[config.mk]
export PLATFORM = sky130hd
export DESIGN_NAME = symbol_reel_ctrl
export DESIGN_NICKNAME = d
export VERILOG_FILES = /design/src/rtl/symbol_pkg.sv /design/src/rtl/symbol_reel_ctrl_lfsr16.sv /design/src/rtl/symbol_reel_ctrl.sv
export SDC_FILE = /design/constraint.sdc
export NUM_CORES = 1
export LEC_CHECK = 0
export CAP_MARGIN = 10
export CORE_MARGIN = 5
export CORE_UTILIZATION = 56
export DETAILED_ROUTE_END_ITERATION = 10
export GPL_TIMING_DRIVEN = 0
export PLACE_DENSITY_LB_ADDON = 0.05
export SYNTH_ARGS = -nofsm -noshare
export SYNTH_HDL_FRONTEND = slang
export SYNTH_SLANG_ARGS = --single-unit
export TNS_END_PERCENT = 5
[constraint.sdc]
create_clock -name clk -period 2.7 [get_ports clk]
set_input_delay 0.27 -clock clk [delete_from_list [all_inputs] [get_ports clk]]
set_output_delay 0.27 -clock clk [all_outputs]
set_load 0.05 [all_outputs]
[src/rtl/symbol_pkg.sv]
// ---------------------------------------------------------------------------
// symbol_pkg
// Shared types and constants for the symbol reel sequencer.
//   ROT_W / N_FORMS : width and count of the renderer rotation selector
//   reel_state_t    : sequencer FSM states
//   rot_t           : one reel's form selector
//   LFSR_MASK       : Galois feedback taps of the 16-bit lock-value LFSR
//   lfsr_step()     : one right-shift step of that LFSR
// ---------------------------------------------------------------------------
package symbol_pkg;

    localparam int unsigned ROT_W   = 2;
    localparam int unsigned N_FORMS = 4;

    localparam logic [15:0] LFSR_MASK = 16'hB400;

    typedef enum logic [1:0] {
        IDLE,
        SPIN,
        RESULT
    } reel_state_t;

    typedef logic [ROT_W-1:0] rot_t;

    // Right-shifting Galois step: taps are applied when the bit shifted out is 1.
    function automatic logic [15:0] lfsr_step(input logic [15:0] v);
        return (v >> 1) ^ (v[0] ? LFSR_MASK : 16'h0000);
    endfunction

endpackage

[src/rtl/symbol_reel_ctrl_lfsr16.sv]
// ---------------------------------------------------------------------------
// lfsr16
// Free-running 16-bit Galois LFSR supplying pseudo-random reel lock values.
// It shifts on every clock regardless of what the sequencer is doing, so its
// value depends only on the number of cycles since reset.
//   clk : clock
//   rst : synchronous active-high reset, loads SEED
//   q   : current LFSR state
// ---------------------------------------------------------------------------
module lfsr16
    import symbol_pkg::*;
#(
    parameter logic [15:0] SEED = 16'hACE1
) (
    input  logic        clk,
    input  logic        rst,
    output logic [15:0] q
);

    always_ff @(posedge clk) begin
        if (rst) begin
            q <= SEED;
        end else begin
            q <= lfsr_step(q);
        end
    end

endmodule

[src/rtl/symbol_reel_ctrl.sv]
// ---------------------------------------------------------------------------
// symbol_reel_ctrl
// Slot-machine style sequencer for a row of symbol renderers. On start, all
// reels cycle through the four forms at a frame-locked rate, then lock one by
// one to pseudo-random forms; once the last reel locks, done pulses and win
// reports whether every reel shows the same form.
//   clk        : pixel clock
//   rst        : synchronous active-high reset
//   frame_tick : one-cycle pulse per video frame
//   start      : single-cycle spin request (ignored unless idle)
//   rot_state  : reel k form on bits [2k+1:2k]
//   busy       : spin in progress
//   done       : one-cycle pulse after the last reel locks
//   win        : all reels equal; held until the next accepted start
// ---------------------------------------------------------------------------
module symbol_reel_ctrl
    import symbol_pkg::*;
#(
    parameter int unsigned N_REELS        = 3,
    parameter int unsigned SPIN_FRAMES    = 60,
    parameter int unsigned STAGGER_FRAMES = 20,
    parameter int unsigned STEP_DIV       = 4,
    parameter logic [15:0] LFSR_SEED      = 16'hACE1
) (
    input  logic                    clk,
    input  logic                    rst,
    input  logic                    frame_tick,
    input  logic                    start,
    output logic [2*N_REELS-1:0]    rot_state,
    output logic                    busy,
    output logic                    done,
    output logic                    win
);

    // Frame counter must reach the last reel's lock tick without wrapping.
    localparam int unsigned FCNT_MAX = SPIN_FRAMES + (N_REELS - 1) * STAGGER_FRAMES;
    localparam int unsigned FCNT_W   = $clog2(FCNT_MAX + 1);
    localparam int unsigned DCNT_W   = (STEP_DIV > 1) ? $clog2(STEP_DIV) : 1;

    reel_state_t          state;
    logic [FCNT_W-1:0]    fcnt;
    logic [FCNT_W-1:0]    fcnt_nxt;
    logic [DCNT_W-1:0]    dcnt;
    logic                 dcnt_wrap;
    logic [15:0]          lfsr;
    logic [N_REELS-1:0]   locked;
    logic [N_REELS-1:0]   same;
    logic                 all_locked;
    logic                 accept;
    logic                 spin_tick;
    logic                 step;
    logic                 unused_lfsr_bits;

    lfsr16 #(
        .SEED (LFSR_SEED)
    ) u_lfsr (
        .clk (clk),
        .rst (rst),
        .q   (lfsr)
    );

    // Reels beyond N_REELS leave upper LFSR bits unread.
    assign unused_lfsr_bits = ^lfsr;

    assign all_locked = &locked;
    assign accept     = (state == IDLE) && start;
    // Ticks only count while some reel is still spinning; once all are
    // locked the FSM leaves SPIN on the next edge anyway.
    assign spin_tick  = (state == SPIN) && frame_tick && !all_locked;
    assign fcnt_nxt   = fcnt + FCNT_W'(1);
    assign dcnt_wrap  = (dcnt == DCNT_W'(STEP_DIV - 1));
    assign step       = spin_tick && dcnt_wrap;

    // Sequencer FSM with frame and divider counters.
    always_ff @(posedge clk) begin
        if (rst) begin
            state <= IDLE;
            fcnt  <= '0;
            dcnt  <= '0;
            busy  <= 1'b0;
            done  <= 1'b0;
            win   <= 1'b0;
        end else begin
            done <= 1'b0;
            case (state)
                IDLE: begin
                    if (start) begin
                        state <= SPIN;
                        busy  <= 1'b1;
                        win   <= 1'b0;
                        fcnt  <= '0;
                        dcnt  <= '0;
                    end
                end
                SPIN: begin
                    if (all_locked) begin
                        state <= RESULT;
                        busy  <= 1'b0;
                        done  <= 1'b1;
                        win   <= &same;
                    end else if (frame_tick) begin
                        fcnt <= fcnt_nxt;
                        dcnt <= dcnt_wrap ? '0 : dcnt + DCNT_W'(1);
                    end
                end
                RESULT: begin
                    state <= IDLE;
                end
                default: begin
                    state <= IDLE;
                end
            endcase
        end
    end

    // Per-reel form register and lock flag.
    for (genvar k = 0; k < N_REELS; k++) begin : g_reel
        localparam int unsigned LOCK_AT = SPIN_FRAMES + k * STAGGER_FRAMES;

        rot_t form;
        logic lk;

        always_ff @(posedge clk) begin
            if (rst) begin
                form <= '0;
                lk   <= 1'b0;
            end else if (accept) begin
                // Forms are held from the previous spin; only the locks clear.
                lk <= 1'b0;
            end else if (spin_tick && (fcnt_nxt == FCNT_W'(LOCK_AT))) begin
                // Lock takes priority over a coincident step.
                form <= lfsr[2*k +: ROT_W];
                lk   <= 1'b1;
            end else if (step && !lk) begin
                form <= (form == ROT_W'(N_FORMS - 1)) ? '0 : form + ROT_W'(1);
            end
        end

        assign rot_state[2*k +: ROT_W] = form;
        assign locked[k]               = lk;
        assign same[k]                 = (form == rot_state[ROT_W-1:0]);
    end

endmodule

==> flow_metrics.py <==
metrics = {
    "critical_path": {
        "required_ps": 2940,
        "worst_path_max_delay_cell": "dfxtp_1",
        "start_kind": "register",
        "r2r-end": "g_reel[1].form[0]",
        "worstSetupEndpointType": "register",
        "max_stage_delay_ps": 450,
        "crit_fanout": 6,
        "cp.arrival_ps": 2400,
        "cp.buffers_inverters": 0,
        "r2r_slack_ps": 540,
        "crit_chain": "ha_1 -> nand3_1 -> xnor2_1 -> nand2_1 -> and4bb_2 -> mux2_2",
        "rr_worst_depth": 6,
        "path_delay_family": "simple AND/OR/NAND/NOR gates",
        "path_class": "register to register",
        "timing.rr.start": "fcnt[0]",
    },
    "routing": {
        "vias": 1280,
        "wirelength_mm": 3.11,
        "drcViolationCount": 0,
        "wire_per_inst_um": 13.9,
        "drtIter0Drc": 64,
        "ant_nets": 0,
        "vias_per_cell": 5.71,
        "first_pass_iters": 4,
    },
    "clock_tree": {
        "cts_tree": "done",
        "clock_latency_ps": 350,
        "clockBufferDepth": 2,
        "cts_hold_buffers": 0,
        "path_clk_slew_ps": 120,
        "post_cts_resized": 0,
        "cts_setup_buffers": 0,
        "numCtsBuffers": 5,
        "cts_max_level": 2,
        "cts.sinks": 39,
        "ctsRootBufferMaster": "clkbuf_4",
    },
    "min_path": {
        "hp-class": "register to register",
        "worstHoldStart": "u_lfsr.q[8]",
        "holdPathEnd": "u_lfsr.q[7]",
        "hold_path_depth": 1,
    },
    "cells_and_area": {
        "nFillCells": 244,
        "fin_nets": 202,
        "num_antenna_cells": 0,
        "final_common_cell": "dfxtp_1",
        "syn2layout_area_growth_pct": 13.2,
        "design_area_mm2": 0.00190,
        "drive_gt1_frac": 0.161,
        "layout_common_cells": "dfxtp_1 (39), nor2_1 (18), a21oi_1 (12), clkdlybuf4s50_1 (12), nor3_1 (9)",
    },
    "power_and_ir_drop": {
        "power_density_mw_per_mm2": 519,
        "leakage_nw": 0.742,
        "ir_worst_vdd_v": 0.000448,
        "power.total_mw": 0.988,
    },
    "synthesis": {
        "yosysTopAreaCellShare": 0.464,
        "synth_edf_count": 0,
        "yosysWarnings": 0,
        "avgSynthCellArea_um2": 9.72,
        "synth_area_leaders": "dfxtp_1 (46%), ha_1 (4.5%), nor2_1 (4.0%)",
        "synthCells": 173,
        "seq_area_frac_synth": 0.464,
        "synth_seq_cells": 39,
        "syn-cell-area_mm2": 0.00168,
        "yosys.area.top_type": "dfxtp_1",
        "async_flop_share": 0,
        "syn-num-nets": 183,
        "synth_top_flop_cell": "dfxtp_1",
        "ys_types": 43,
    },
    "outcome": {
        "status": "completed",
    },
    "floorplan": {
        "die_x_um": 64.8,
        "start_util": 0.594,
        "ios": 13,
        "dieArea_mm2": 0.00420,
        "placementRows": 19,
        "coreArea_mm2": 0.00283,
        "die_h_um": 64.8,
    },
    "timing": {
        "relSlewSlack": 0.636,
        "maxSlewViolCount": 0,
        "worst_pin_slew_ps": 544,
        "setup_tns_ps": 0,
        "finalHoldViolations": 0,
        "fmax_mhz": 463,
        "min_period_ps": 2160,
        "finalSetupViolCount": 0,
        "min_period_over_period": 0.799,
        "clock_skew_ps": 8.54,
        "rsz0062_at_grt": "false",
    },
    "global_route": {
        "grt_max_degree": 15,
        "grt_pass1_vias": 1288,
        "grt_pass1_wl_mm": 5.48,
        "grt-ovfl-total": 0,
        "grtUsageTotal": 0.166,
        "antenna_found_initial": 0,
    },
    "placement": {
        "gp_congestion": 0.840,
        "placed_area_mm2": 0.00184,
        "portBuffers": 12,
        "detailed_place_hpwl_mm": 2.31,
    },
    "job": {
        "maxCapViolCount": 0,
    },
}
worst max path at each step:
stage	cells after the start	slack [ps]	to	start
final	6	540	g_reel[1].form[0]	fcnt[0]
after global routing	6	350	g_reel[1].form[0]	fcnt[0]
after CTS	6	550	g_reel[1].form[0]	fcnt[0]
after detailed placement	6	340	g_reel[1].form[0]	frame_tick
after global placement	6	370	g_reel[1].form[0]	frame_tick
after floorplan	6	830	g_reel[1].form[0]	fcnt[0]
registers in the layout (all words and copies together), names as in the netlist:
| register | flops |
|---|---|
| busy | 1 |
| fcnt | 7 |
| g_reel.lk | 3 |
| g_reel.form | 6 |
| u_lfsr.q | 16 |
| dcnt | 2 |
| state | 2 |
| done | 1 |
| win | 1 |
final cells by class:
class,count,area [um2],area share
buffer,6,27.5,0.0145
clock buffer,5,37.5,0.0197
clock inverter,3,25.0,0.0131
inverter,3,11.3,0.00592
multi-input combinational,125,862,0.453
sequential,39,781,0.410
tap,31,38.8,0.0204
timing repair buffer,12,120,0.0631
metrics by stage:
step | hold WS, ps | instances | setup WS (ps) | util
final | 428 | 224 | 542 | 0.673
after global routing | 456 | 224 | 347 | 0.673
after CTS | 432 | 224 | 554 | 0.673
after detailed placement | 402 | 216 | 341 | 0.651
after global placement | 404 | 216 | 370 | 0.651
after floorplan | 350 | 173 | 829 | -
cells by family after synthesis:
| kind of cell | after synthesis | synth area share |
|---|---|---|
| AND/OR/NAND/NOR | 72 | 0.251 |
| flip-flops | 39 | 0.464 |
| AO/OA/AOI/OAI | 31 | 0.121 |
| multiplexers | 10 | 0.0640 |
| buffers and inverters | 9 | 0.0231 |
| XOR/XNOR | 6 | 0.0312 |
| adder cells (fa/ha/maj) | 6 | 0.0446 |
report_power, final:
| group | internal (mW) | switching, mW | total, mW |
|---|---|---|---|
| Clock | 0.104 | 0.202 | 0.306 |
| Sequential | 0.597 | 0.00936 | 0.606 |
| Combinational | 0.0335 | 0.0419 | 0.0754 |
| Total | 0.735 | 0.253 | 0.988 |
cell usage after synthesis (4+ instances only):
master   count
mux2_2       4
a21oi_1     12
o21ai_0      4
nor2b_1      8
a22oi_1      5
nand2_1      7
xnor2_1      5
nor3_1       9
ha_1         6
or2_2        8
nor2_1      18
mux2i_1      4
dfxtp_1     39
metal layers:
metal  GRT usage  routed length (um)  part of all wire
met3      0.0501                 127             0.041
met1       0.191                1420              0.46
met2       0.280                1490              0.48
met5           0                   0                 0
met4      0.0818                  72             0.023
(Power assumes the default switching activity.)
